## src/rtl/stopwatch_pkg.sv

```systemverilog
// Shared definitions for the stopwatch: FSM state encoding, BCD time layout
// and the digit arithmetic used by the counter.
package stopwatch_pkg;

  // Operating states of the stopwatch.
  typedef enum logic [1:0] {
    IDLE    = 2'd0,
    RUNNING = 2'd1,
    PAUSED  = 2'd2
  } state_t;

  // Largest value a BCD digit may hold.
  localparam logic [3:0] BCD_DIGIT_MAX = 4'd9;

  // Number of BCD digits in the displayed time (SS.hh).
  localparam int unsigned BCD_DIGITS = 4;

  // Displayed time, most significant digit first (matches displayed_number).
  typedef struct packed {
    logic [3:0] tens_sec;
    logic [3:0] sec;
    logic [3:0] tenths;
    logic [3:0] hundredths;
  } bcd_time_t;

  // Add one hundredth with ripple carry; 99.99 rolls over to 00.00.
  // A digit at or above the maximum is treated as full so it always returns to 0.
  function automatic bcd_time_t bcd_increment(input bcd_time_t t);
    logic [BCD_DIGITS-1:0][3:0] d;
    logic                       carry;
    d     = t;
    carry = 1'b1;
    for (int i = 0; i < int'(BCD_DIGITS); i++) begin
      if (carry) begin
        if (d[i] >= BCD_DIGIT_MAX) begin
          d[i] = 4'd0;
        end else begin
          d[i]  = d[i] + 4'd1;
          carry = 1'b0;
        end
      end
    end
    return bcd_time_t'(d);
  endfunction

  // True when every digit is at its maximum (99.99).
  function automatic logic bcd_is_max(input bcd_time_t t);
    return (t.tens_sec == BCD_DIGIT_MAX) && (t.sec == BCD_DIGIT_MAX) &&
           (t.tenths == BCD_DIGIT_MAX) && (t.hundredths == BCD_DIGIT_MAX);
  endfunction

endpackage

```

## src/rtl/button_debounce.sv

```systemverilog
// Push-button conditioner: 2-flop synchronizer, stability-count debounce and
// a single-cycle pulse on each accepted press (0->1 of the debounced level).
//
// Ports:
//   clock  - system clock, rising edge
//   reset  - asynchronous, active-high
//   button - raw asynchronous push-button, active-high
//   press  - registered one-cycle pulse per debounced press
module button_debounce #(
  parameter int unsigned DEBOUNCE_CYCLES = 1000000
) (
  input  logic clock,
  input  logic reset,
  input  logic button,
  output logic press
);

  localparam int unsigned CNT_W = (DEBOUNCE_CYCLES > 1) ? $clog2(DEBOUNCE_CYCLES) : 1;
  localparam logic [CNT_W-1:0] CNT_LAST = CNT_W'(DEBOUNCE_CYCLES - 1);

  logic [1:0]       sync_q;
  logic             level_q;
  logic [CNT_W-1:0] cnt_q;

  // Synchronize, then accept a new level only after it has differed from the
  // current level for DEBOUNCE_CYCLES consecutive cycles.
  always_ff @(posedge clock or posedge reset) begin
    if (reset) begin
      sync_q  <= 2'b00;
      level_q <= 1'b0;
      cnt_q   <= '0;
      press   <= 1'b0;
    end else begin
      sync_q <= {sync_q[0], button};
      press  <= 1'b0;
      if (sync_q[1] != level_q) begin
        if (cnt_q == CNT_LAST) begin
          level_q <= sync_q[1];
          cnt_q   <= '0;
          press   <= sync_q[1];
        end else begin
          cnt_q <= cnt_q + CNT_W'(1);
        end
      end else begin
        cnt_q <= '0;
      end
    end
  end

endmodule

```

## src/rtl/stopwatch_counter.sv

```systemverilog
// Stopwatch with start/stop and clear buttons counting SS.hh in BCD.
//
// Ports:
//   clock            - 100 MHz system clock, rising edge
//   reset            - asynchronous, active-high
//   btn_start_stop   - raw push-button: start / pause / resume
//   btn_clear        - raw push-button: stop and zero the count
//   displayed_number - BCD SS.hh [15:12] tens s, [11:8] s, [7:4] tenths, [3:0] hundredths
//   running          - high while in RUNNING
//   wrap             - one-cycle pulse on the 99.99 -> 00.00 rollover
module stopwatch_counter
  import stopwatch_pkg::*;
#(
  parameter int unsigned DEBOUNCE_CYCLES = 1000000,
  parameter int unsigned TICK_CYCLES     = 1000000
) (
  input  logic        clock,
  input  logic        reset,
  input  logic        btn_start_stop,
  input  logic        btn_clear,
  output logic [15:0] displayed_number,
  output logic        running,
  output logic        wrap
);

  localparam int unsigned PRESC_W = (TICK_CYCLES > 1) ? $clog2(TICK_CYCLES) : 1;
  localparam logic [PRESC_W-1:0] PRESC_LAST = PRESC_W'(TICK_CYCLES - 1);

  logic               ss_press;
  logic               clr_press;
  logic               tick;

  state_t             state_q, state_d;
  logic [PRESC_W-1:0] presc_q, presc_d;
  bcd_time_t          count_q, count_d;
  logic               running_d;
  logic               wrap_d;

  // One conditioner per button.
  button_debounce #(.DEBOUNCE_CYCLES(DEBOUNCE_CYCLES)) u_db_start_stop (
    .clock  (clock),
    .reset  (reset),
    .button (btn_start_stop),
    .press  (ss_press)
  );

  button_debounce #(.DEBOUNCE_CYCLES(DEBOUNCE_CYCLES)) u_db_clear (
    .clock  (clock),
    .reset  (reset),
    .button (btn_clear),
    .press  (clr_press)
  );

  // Hundredth-second tick: last prescaler count while running.
  assign tick = (state_q == RUNNING) && (presc_q == PRESC_LAST);

  // State, prescaler, count and registered outputs.
  always_ff @(posedge clock or posedge reset) begin
    if (reset) begin
      state_q <= IDLE;
      presc_q <= '0;
      count_q <= '0;
      running <= 1'b0;
      wrap    <= 1'b0;
    end else begin
      state_q <= state_d;
      presc_q <= presc_d;
      count_q <= count_d;
      running <= running_d;
      wrap    <= wrap_d;
    end
  end

  // Next-state and datapath; clear overrides everything, including a tick.
  always_comb begin
    state_d = state_q;
    presc_d = presc_q;
    count_d = count_q;
    wrap_d  = 1'b0;

    // Prescaler only moves in RUNNING, so PAUSED keeps the partial period.
    if (state_q == RUNNING) begin
      if (tick) begin
        presc_d = '0;
        count_d = bcd_increment(count_q);
        wrap_d  = bcd_is_max(count_q);
      end else begin
        presc_d = presc_q + PRESC_W'(1);
      end
    end

    case (state_q)
      IDLE:    if (ss_press) state_d = RUNNING;
      RUNNING: if (ss_press) state_d = PAUSED;
      PAUSED:  if (ss_press) state_d = RUNNING;
      default: state_d = IDLE;
    endcase

    if (clr_press) begin
      state_d = IDLE;
      presc_d = '0;
      count_d = '0;
      wrap_d  = 1'b0;
    end

    running_d = (state_d == RUNNING);
  end

  assign displayed_number = count_q;

endmodule

```

## config.mk

```make
export PLATFORM = sky130hd
export DESIGN_NAME = stopwatch_counter
export DESIGN_NICKNAME = d
export VERILOG_FILES = /design/src/rtl/stopwatch_pkg.sv /design/src/rtl/button_debounce.sv /design/src/rtl/stopwatch_counter.sv
export SDC_FILE = /design/constraint.sdc
export NUM_CORES = 1
export LEC_CHECK = 0
export BUFFER_PORTS_ARGS = -buffer_cell sky130_fd_sc_hd__buf_2
export CORE_UTILIZATION = 66
export DETAILED_ROUTE_END_ITERATION = 8
export PLACE_DENSITY = 0.9
export RECOVER_POWER = 25
export SYNTH_ARGS = -nofsm -noshare
export SYNTH_HDL_FRONTEND = slang
export SYNTH_SLANG_ARGS = --single-unit
```

## constraint.sdc

```tcl
create_clock -name clock -period 5.26 [get_ports clock]
set_input_delay 0.526 -clock clock [delete_from_list [all_inputs] [get_ports clock]]
set_output_delay 0.526 -clock clock [all_outputs]
set_load 0.1 [all_outputs]
```

==> run_results.csv <==
group,metric,value,unit
timing,clock_skew,0.0143,ns
logic_synthesis,synth_compound_area_share,6.61,%
floorplan,die_y,83.1,um
clocking,numCtsBuffers,9,
logic_synthesis,synthDistinctLibCells,48,
floorplan,die-area,6900,um^2
clocking,cts_tree,"done",
global_route,gr-total-overflow,0,
min_path,hp-class,"primary input to register",
setup_path,slowest_delay,0.60,ns
logic_synthesis,syn_avg_cell_area,10.1,um^2
setup_path,cp.arrival,2.80,ns
detailed_routing,wire_per_inst,15.8,um
logic_synthesis,synth_seq_cells,88,
logic_synthesis,synth_xor_area_share,11.3,%
setup_path,rr_worst_depth,5,
timing,rsz0062_at_grt,"no",
logic_synthesis,synth_edf_count,0,
power_and_ir_drop,vdd_drop_max,0.205,mV
clocking,ctsHoldBuffers,0,
detailed_routing,post-route-drc-count,0,
place,placed_cells,524,
logic_synthesis,synth.area.mux_share,1.47,%
logic_synthesis,async_flop_share,100,%
place,dp_hpwl,5600,um
timing,max_freq,0.391,GHz
finish,drive_gt1_share,11.9,%
detailed_routing,first_pass_iters,4,
finish,areaGrowthSynthToFinish,9.72,%
logic_synthesis,synth_ff_type,"dfrtp_1",
floorplan,initial_utilization,68.3,%
global_route,grt_pass1_vias,3200,
timing,final.min_clock_period,2.56,ns
finish,final_cell_mix,"dfrtp_1 (88), nor2_1 (74), xor2_1 (31)",
setup_path,path_cells,"or4_1, or4_4, o21ai_4, nand2_2, a32o_1",
detailed_routing,first_iter_violations,222,
finish,final_common_cell,"dfrtp_1",
place,gp_congestion,0.844,
setup_path,critPathRequiredTime,5.50,ns
timing,finalWorstSetupSlack,2.70,ns
setup_path,crit_fanout,26,
logic_synthesis,yosys_warnings,0,
detailed_routing,viasPerCell,5.95,
timing,setup_viol_count_final,0,
timing,slew_violations,89,
status,violations,"capacitance limit, slew limit",
logic_synthesis,synth-simple-area-share,23.5,%
clocking,htreeDepth,3,
global_route,grtUsageTotal,26.1,%
finish,layoutNonFillerInstCount,540,
power_and_ir_drop,leakagePower,0.00216,uW
clocking,cts_buffer_depth,2,
clocking,cts_resized,0,
timing,tns,0,ns
timing,hold_violations,0,
logic_synthesis,seq_area_frac_synth,50.8,%
clocking,postCtsSetupBuffers,0,
floorplan,core,6350,um^2
setup_path,start_kind,"register",
logic_synthesis,synthCells,430,
logic_synthesis,yosys.area_share.adder,4.33,%
setup_path,crit_path_top_delay_cell,"o21ai_4",
place,io_buffers,21,
setup_path,end_kind,"register",
job,max_cap_viol_count,1,
floorplan,rows,29,
detailed_routing,ant_nets,0,
place,pre_cts_ws,2.73,ns
power_and_ir_drop,powerDensity,266,nW/um^2
clocking,clk_latency,0.36,ns
global_route,grt_max_degree,89,
status,status,"complete, but fails checks",
floorplan,die_x,83.1,um
finish,final_nets,477,
timing,slew_headroom,-39.0,%
finish,n_fill_cell,402,
clocking,cts_root_buffer,"clkbuf_8",
clocking,clkTransAtPathRegs,0.09,ns
floorplan,io-pin-count,22,
timing,whs,0.278,ns
clocking,cts_sinks,88,
detailed_routing,via_count,3211,
setup_path,critPathKind,"register to register",
logic_synthesis,synth_nets,449,
global_route,antenna_found_initial,0,
global_route,grt_pass1_wl,14500,um
finish,insertedDiodeCount,0,
min_path,hold_depth,1,
logic_synthesis,synth_area,4340,um^2
detailed_routing,drt-total-wl,8540,um
logic_synthesis,synth_top_family_by_area,"simple AND/OR/NAND/NOR gates",
timing,min_period_over_period,48.6,%
timing,worst_slew_pin_slew,2.08,ns
registers in the layout, summed over array words and instances (netlist names):
signal,cells
running,1
u_db_clear.level_q,1
state_q,2
displayed_number,16
u_db_clear.cnt_q,20
u_db_start_stop.sync_q,2
wrap,1
u_db_start_stop.cnt_q,20
u_db_clear.sync_q,2
u_db_start_stop.press,1
u_db_clear.press,1
u_db_start_stop.level_q,1
presc_q,20
report_power, final:
part / total, uW / leakage (uW) / switching (uW) / internal [uW]
registers: 686 / 0.00122 / 4.92 / 681
logic: 25.0 / 0.000824 / 19.7 / 5.28
clock network: 552 / 0.000116 / 238 / 314
critical path, delay by kind of cell (launching register included):
kind            cells  cell delay [ns]
compound gates      2             0.85
flops               1             0.41
simple gates        3             1.19
worst paths after layout:
check                      slack (ns)                      start                   endpoint
max                              2.70                presc_q[15]       displayed_number[12]
min                              0.28                  btn_clear       u_db_clear.sync_q[0]
max reg2reg                      2.70                presc_q[15]       displayed_number[12]
min reg2reg                      0.35  u_db_start_stop.sync_q[0]  u_db_start_stop.sync_q[1]
max in group asynchronous        3.12                      reset        displayed_number[2]
min in group asynchronous        0.93                      reset       u_db_clear.cnt_q[13]
cell families after synthesis:
| group | Yosys count |
|---|---|
| AOI/OAI and AO/OA | 41 |
| xor gates and xnor gates | 56 |
| adders and majority gates | 15 |
| buffers and inverters | 22 |
| DFF | 88 |
| muxes | 6 |
| and+or+nand+nor | 202 |
metal layers:
metal | vias up | global-route usage (%) | share of wire (%)
met2 | 93 | 43.4 | 50
met3 | 20 | 4.27 | 4.0
met5 | - | 0 | 0
li1 | 1536 | - | -
met1 | 1562 | 33.2 | 43
met4 | 0 | 13.3 | 2.4
per-stage QoR:
step | instance area, um^2 | utilization [%] | total power, uW
after detailed placement | 4530 | 71.3 | 725
final | 4760 | 74.9 | 1260
after global routing | 4760 | 74.9 | 1300
after floorplan | 4340 | - | 717
after global placement | 4530 | 71.3 | 725
after CTS | 4760 | 75.0 | 1270
synth_stat cells (all sizes together) (4+ instances only):
master   n  area (um^2)
inv     17         63.8
nand3b   4         30.0
and4     4         35.0
o21ai   12         75.1
nor2    75          284
a21oi   10         50.1
and3     9         56.3
nand3   28          140
nand2   29          111
o211ai   4         30.0
nand4   13         81.3
or3b     5         43.8
dfrtp   88         2200
xnor2   25          219
ha      15          188
nor3     9         45.0
xor2    31          272
nor3b    5         37.5
layout make-up:
| type | instances | area [um^2] | share of cell area [%] |
|---|---|---|---|
| inverter | 17 | 65.1 | 1.37 |
| tap | 77 | 96.3 | 2.02 |
| clock inverter | 6 | 108 | 2.26 |
| multi-input combinational | 320 | 2050 | 43.1 |
| sequential | 88 | 2200 | 46.3 |
| clock buffer | 10 | 128 | 2.68 |
| timing repair buffer | 22 | 110 | 2.31 |
No activity file was read; power rests on OpenSTA's default activity.
